==> config.mk <==
export PLATFORM = sky130hd
export DESIGN_NAME = butterfly_stage_sequencer
export DESIGN_NICKNAME = d
export VERILOG_FILES = /design/src/rtl/butterfly_seq_pkg.sv /design/src/rtl/stage_sample_buf.sv /design/src/rtl/butterfly_stage_sequencer.sv
export SDC_FILE = /design/constraint.sdc
export NUM_CORES = 1
export LEC_CHECK = 0
export CAP_MARGIN = 20
export CORE_AREA = 2 2 278 280
export CTS_CLUSTER_SIZE = 30
export DETAILED_ROUTE_END_ITERATION = 10
export DIE_AREA = 0 0 280 282
export PLACE_DENSITY = 0.68
export SLEW_MARGIN = 20
export SYNTH_ARGS = -nofsm -noshare
export SYNTH_HDL_FRONTEND = slang
export SYNTH_SLANG_ARGS = --single-unit
==> constraint.sdc <==
create_clock -name clk -period 6.85 [get_ports clk]
set_clock_uncertainty 0.1 [all_clocks]
set_input_delay 1.37 -clock clk [delete_from_list [all_inputs] [get_ports clk]]
set_output_delay 1.37 -clock clk [all_outputs]
set_load 0.005 [all_outputs]
==> src/rtl/butterfly_seq_pkg.sv <==
// Shared types and width helpers for the butterfly stage sequencer.
package butterfly_seq_pkg;

  typedef enum logic [1:0] {
    LOAD  = 2'd0,
    ISSUE = 2'd1,
    WAIT  = 2'd2,
    DRAIN = 2'd3
  } bfseq_state_t;

  // Index width for a table of 'depth' entries; never narrower than one bit.
  function automatic int idx_w(input int depth);
    return (depth > 1) ? $clog2(depth) : 1;
  endfunction

endpackage

==> src/rtl/stage_sample_buf.sv <==
// Frame buffer: N complex words, two async read ports, two write ports.
module stage_sample_buf
  import butterfly_seq_pkg::*;
#(
  parameter int n = 32,
  parameter int N = 8,
  localparam int AW = idx_w(N)
) (
  input  logic          clk_i,
  input  logic [AW-1:0] rd_a_addr_i,
  input  logic [AW-1:0] rd_b_addr_i,
  output logic [n-1:0]  rd_a_r_o,
  output logic [n-1:0]  rd_a_c_o,
  output logic [n-1:0]  rd_b_r_o,
  output logic [n-1:0]  rd_b_c_o,
  input  logic          wa_en_i,
  input  logic [AW-1:0] wa_addr_i,
  input  logic [n-1:0]  wa_r_i,
  input  logic [n-1:0]  wa_c_i,
  input  logic          wb_en_i,
  input  logic [AW-1:0] wb_addr_i,
  input  logic [n-1:0]  wb_r_i,
  input  logic [n-1:0]  wb_c_i
);

  logic [n-1:0] mem_r_q [N];
  logic [n-1:0] mem_c_q [N];

  assign rd_a_r_o = mem_r_q[rd_a_addr_i];
  assign rd_a_c_o = mem_c_q[rd_a_addr_i];
  assign rd_b_r_o = mem_r_q[rd_b_addr_i];
  assign rd_b_c_o = mem_c_q[rd_b_addr_i];

  // Contents survive reset; the two write ports never target the same entry.
  always_ff @(posedge clk_i) begin
    if (wa_en_i) begin
      mem_r_q[wa_addr_i] <= wa_r_i;
      mem_c_q[wa_addr_i] <= wa_c_i;
    end
    if (wb_en_i) begin
      mem_r_q[wb_addr_i] <= wb_r_i;
      mem_c_q[wb_addr_i] <= wb_c_i;
    end
  end

endmodule

==> src/rtl/butterfly_stage_sequencer.sv <==
// One radix-2 DIT FFT stage: load a frame, run N/2 butterflies in place
// through an external shared butterfly, then stream the frame out in order.
module butterfly_stage_sequencer
  import butterfly_seq_pkg::*;
#(
  parameter int n = 32,
  parameter int d = 16,
  parameter int N = 8,
  parameter int s = 0
) (
  input  logic             clk,
  input  logic             reset,
  input  logic             recv_val,
  output logic             recv_rdy,
  input  logic [n-1:0]     recv_r,
  input  logic [n-1:0]     recv_c,
  output logic             send_val,
  input  logic             send_rdy,
  output logic [n-1:0]     send_r,
  output logic [n-1:0]     send_c,
  input  logic [n*N/2-1:0] tw_r,
  input  logic [n*N/2-1:0] tw_c,
  output logic             bf_recv_val,
  input  logic             bf_recv_rdy,
  output logic [n-1:0]     bf_ar,
  output logic [n-1:0]     bf_ac,
  output logic [n-1:0]     bf_br,
  output logic [n-1:0]     bf_bc,
  output logic [n-1:0]     bf_wr,
  output logic [n-1:0]     bf_wc,
  input  logic             bf_send_val,
  output logic             bf_send_rdy,
  input  logic [n-1:0]     bf_cr,
  input  logic [n-1:0]     bf_cc,
  input  logic [n-1:0]     bf_dr,
  input  logic [n-1:0]     bf_dc
);

  localparam int AW    = idx_w(N);
  localparam int KW    = idx_w(N / 2);
  localparam int TW_SH = AW - 1 - s;

  bfseq_state_t  state_q, state_d;
  logic [AW-1:0] idx_q, idx_d;
  logic [KW-1:0] k_q, k_d;

  logic [AW-1:0] k_ext, pos, top, bot, rd_a_addr;
  logic [KW-1:0] tw_j;

  // Butterfly k pairs (top, top + 2^s) inside group k >> s.
  assign k_ext = AW'(k_q);
  assign pos   = k_ext & AW'((1 << s) - 1);
  assign top   = ((k_ext >> s) << (s + 1)) | pos;
  assign bot   = top | AW'(1 << s);
  assign tw_j  = KW'(pos << TW_SH);

  assign bf_wr = tw_r[n*tw_j +: n];
  assign bf_wc = tw_c[n*tw_j +: n];

  logic          wa_en, wb_en;
  logic [AW-1:0] wa_addr;
  logic [n-1:0]  wa_r, wa_c;
  logic [n-1:0]  rd_a_r, rd_a_c;

  assign rd_a_addr = (state_q == DRAIN) ? idx_q : top;
  assign send_r    = rd_a_r;
  assign send_c    = rd_a_c;
  assign bf_ar     = rd_a_r;
  assign bf_ac     = rd_a_c;

  stage_sample_buf #(.n(n), .N(N)) u_buf (
    .clk_i       (clk),
    .rd_a_addr_i (rd_a_addr),
    .rd_b_addr_i (bot),
    .rd_a_r_o    (rd_a_r),
    .rd_a_c_o    (rd_a_c),
    .rd_b_r_o    (bf_br),
    .rd_b_c_o    (bf_bc),
    .wa_en_i     (wa_en),
    .wa_addr_i   (wa_addr),
    .wa_r_i      (wa_r),
    .wa_c_i      (wa_c),
    .wb_en_i     (wb_en),
    .wb_addr_i   (bot),
    .wb_r_i      (bf_dr),
    .wb_c_i      (bf_dc)
  );

  always_ff @(posedge clk) begin
    if (reset) begin
      state_q <= LOAD;
      idx_q   <= '0;
      k_q     <= '0;
    end else begin
      state_q <= state_d;
      idx_q   <= idx_d;
      k_q     <= k_d;
    end
  end

  always_comb begin
    state_d     = state_q;
    idx_d       = idx_q;
    k_d         = k_q;
    recv_rdy    = 1'b0;
    send_val    = 1'b0;
    bf_recv_val = 1'b0;
    bf_send_rdy = 1'b0;
    wa_en       = 1'b0;
    wb_en       = 1'b0;
    wa_addr     = top;
    wa_r        = bf_cr;
    wa_c        = bf_cc;
    case (state_q)
      LOAD: begin
        recv_rdy = 1'b1;
        if (recv_val) begin
          wa_en   = 1'b1;
          wa_addr = idx_q;
          wa_r    = recv_r;
          wa_c    = recv_c;
          if (idx_q == AW'(N - 1)) begin
            idx_d   = '0;
            state_d = ISSUE;
          end else begin
            idx_d = idx_q + 1'b1;
          end
        end
      end
      ISSUE: begin
        bf_recv_val = 1'b1;
        if (bf_recv_rdy) state_d = WAIT;
      end
      WAIT: begin
        // bf_send_val is only trusted here; the butterfly leaves it high after a result.
        if (bf_send_val) begin
          bf_send_rdy = 1'b1;
          wa_en       = 1'b1;
          wb_en       = 1'b1;
          if (k_q == KW'(N / 2 - 1)) begin
            k_d     = '0;
            state_d = DRAIN;
          end else begin
            k_d     = k_q + 1'b1;
            state_d = ISSUE;
          end
        end
      end
      DRAIN: begin
        send_val = 1'b1;
        if (send_rdy) begin
          if (idx_q == AW'(N - 1)) begin
            idx_d   = '0;
            state_d = LOAD;
          end else begin
            idx_d = idx_q + 1'b1;
          end
        end
      end
      default: state_d = LOAD;
    endcase
  end

endmodule

==> run summary <==
The number of antenna diodes in the final layout is 0. The run gives 0 as the count of endpoints failing hold in the final timing report. The fraction of synthesized cell area in xor and xnor cells is 0%, and the final setup slack of the worst path is 1.50 ns.

For this run, the number of Yosys warnings is 0. On the final layout, the worst hold slack is 0.518 ns. The clock latency reported for the late side of the worst-skew pair is 0.60 ns. TritonCTS built the clock tree. The port buffer count was 393; the number of synthesized register bits was 521. The relative slew slack is 32.9%. The die covers 0.0790 mm2. After Yosys synthesis, and, or, nand and nor cells account for 13.9% of the synthesized area. In the synthesized netlist, the cells that appear most often are edfxtp_1 (512), nand2_1 (394), nor2_1 (268). The number of rows created at floorplan was 101; the placed standard-cell area was 0.0300 mm2. The logs give 0.0757 mm2 for the placeable core region and 0 for the total setup violations reported at the end of the flow. On the worst path, the slowest cell contributes a delay of 0.91 ns. Total CTS buffers: 56. For this run, asynchronously set or reset flops after synthesis account for 0%. Period utilization: 78.1%. The total congestion overflow came out at 0. For this block, the via count after detailed routing is 18700. After clock tree synthesis, the repair step resized 0 gates. The smallest clock period supported by the final layout is computed as 5.35 ns.

The die is 280 um wide. For the layout net count, the log shows 2949. In the synthesized netlist, mux cells make up 10.6% of the area. In the final timing run, aggregate negative setup slack is 0 ns. For the non-filler instance count after layout, the log shows 3511. At the end of routability-driven placement, the weighted congestion stood at 0.789. Traced cell by cell, the critical path runs through and2_1 -> mux2_4 -> buf_4 -> nand3_1 -> and3_1 -> clkdlybuf4s50_1.

The tools report the kind of end point of the critical path as an output pin. The largest fanout of any net on the critical path is 54. The reported leakage power is 11.7 nW, and the residual DRC count is 0. The share of Yosys cell area claimed by the top area cell type was 58.9%; the post-route standard cell area excluding fillers was 0.0318 mm2.

The fraction of the mapped netlist area in compound gates came out at 7.67%. For the synthesized netlist cell count, the log shows 2284. The flow ran to the end, and the final reports show no timing, DRC or antenna violations. The number of flops mapped to enable cells by yosys came out at 512.

The pre-antenna-repair detailed-routing pass consisted of 7 iterations. On the critical path, the stage with the largest delay is an instance of mux2_4. Setup repair after global routing left no endpoint under its margin. The detail-routed via count per cell works out to 5.31.

The mapped cell area was 0.0261 mm2; the clock-pin transition on the worst setup and hold timing paths was 0.06 ns. edfxtp_1 takes more of the synthesized area than any other cell. The run gives 714 as the I/O pin total. For the largest net degree at the start of global routing, the log shows 104.

The path type of the worst min-delay path is flop to flop. The run gives 3.88 ns as the data arrival time of the critical path. Estimated wirelength of the detail-placed design: 47300 um. By instance count, the leading cell after synthesis is edfxtp_1.

Counting tap cells, the placed design contains a total of 3409 instances. The tools report the clock root buffer master as clkbuf_16. After synthesis, the largest family of logic cells by area is simple AND/OR/NAND/NOR gates. The average instance area after synthesis is 11.4 um2, and the total power is 7.14 mW. In this run, distinct cell masters in the synthesized netlist total 34. For this configuration, the core starts out at a cell density of 34.5%. The number of post-CTS setup repair buffers was 0; the initial detailed-routing violation count was 1765. The dominant register cell in the synthesized netlist is edfxtp_1.

Adder-cell share of the synthesized area: 0.288%. Global-route wire length before repair: 113000 um. At the pin with the least slew margin, the transition time is 1.01 ns. The number of global-route vias before repair was 18100.

The clock passes through at most 3 buffers. The logs give 3.35 ns for the setup slack on the worst flop-to-flop path and 1.93 ns for the worst setup slack after placement. The number of nets with antenna violations after routing was 0. The logs give 521 for the total number of clock tree sinks and 2 for the number of levels in the clock H-tree.

Of the cells placed in the final design, the portion with a size suffix greater than 1 is 8.01%. The number of buffers inserted by hold repair at cts is 0, and the fmax is 187 MHz. For this design the ratio of total power to cell area is 225 mW/mm2. Measured along the y axis, the die boundary spans 282 um. The total routing resource utilization after global routing is 19.1%, and the final max-slew violation count is 0. Overall routed net length: 76700 um.

By area the synthesized netlist is led by edfxtp_1 (59%), nand2_1 (5.7%), mux4_2 (5.5%). The number of nets produced by synthesis was 2744; the total of fill cells in the finished design was 6997. The worst setup path is launched from a flop.

The area growth from synthesis to layout is 21.7%. The worst-case IR drop observed on VDD is 0.000188 V. Measured on the finished design, the core utilization comes to 42.0%. Max-cap violations in this run came to 0. At the worst endpoint, the required time is 5.38 ns. The number of antenna violations at the first check in global routing is 2, and the fraction of the yosys area taken by sequential cells is 59.6%.

The critical path in this run is classified as flop to output pin. Dividing the detail-routed wire length by the instance count gives 21.9 um.
cell families after synthesis:
| group | Yosys count |
|---|---|
| AO/OA/AOI/OAI | 339 |
| buffers and inverters | 354 |
| adder cells (fa/ha/maj) | 6 |
| flip-flops | 521 |
| AND/OR/NAND/NOR | 868 |
| multiplexers | 196 |
power by group:
group          switching [mW]  leakage [nW]  internal (mW)
logic                   0.275          6.07          0.315
clock network            1.24         0.862           1.71
registers              0.0181          4.73           3.59
total                    1.53          11.7           5.61
layout by cell type, fill, tap and decap left out, types with 3 or more instances in the layout:
master,n
nor2_1,264
a21oi_1,262
o31ai_4,3
bufinv_16,5
clkbuf_16,57
clkinv_1,14
mux2i_1,131
dfxtp_1,7
buf_12,8
nand3_1,130
ha_1,6
a32oi_1,65
inv_1,67
inv_6,4
edfxtp_1,512
nand2_1,390
clkdlybuf4s50_1,393
clkinv_2,8
clkbuf_1,11
and3_1,64
o21ai_4,4
mux4_2,64
nand2_4,4
buf_4,29
nor2_4,4
layer usage:
| layer | track usage (%) | up-vias | part of all wire [%] |
|---|---|---|---|
| li1 | - | 8522 | - |
| met2 | 30.7 | 902 | 46 |
| met1 | 25.8 | 9098 | 42 |
| met4 | 5.88 | 4 | 2.6 |
| met3 | 4.20 | 133 | 9.1 |
| met5 | 0.427 | - | 0.074 |
final timing paths:
kind | start | to | cells past startpoint
worst min register to register | idx_q[0] | idx_q[0] | 2
worst min-delay path | idx_q[0] | idx_q[0] | 2
worst max-delay path | state_q[0] | send_r[3] | 6
worst max register to register | state_q[1] | u_buf.mem_r_q[1][8] | 5
layout make-up:
cell class	count	area (um2)	area share [%]
tap	978	1220	3.85
multi-input combinational	1409	8590	27.0
timing repair buffer	432	4370	13.7
inverter	69	259	0.815
clock inverter	34	302	0.949
sequential	521	15600	49.0
clock buffer	68	1470	4.62
flip-flops by register name (all words and copies together) (netlist names), named ones only:
| register | count |
|---|---|
| idx_q | 3 |
| u_buf.mem_c_q | 256 |
| u_buf.mem_r_q | 256 |
| state_q | 2 |
| k_q | 2 |
critical path, delay by kind of cell, from the launching register on:
kind / cells / cell delay (ns)
mux: 1 / 0.91
simple gates: 3 / 0.86
flops: 1 / 0.62
buf+inv: 2 / 0.85
Power figures use the tool's default switching activity.
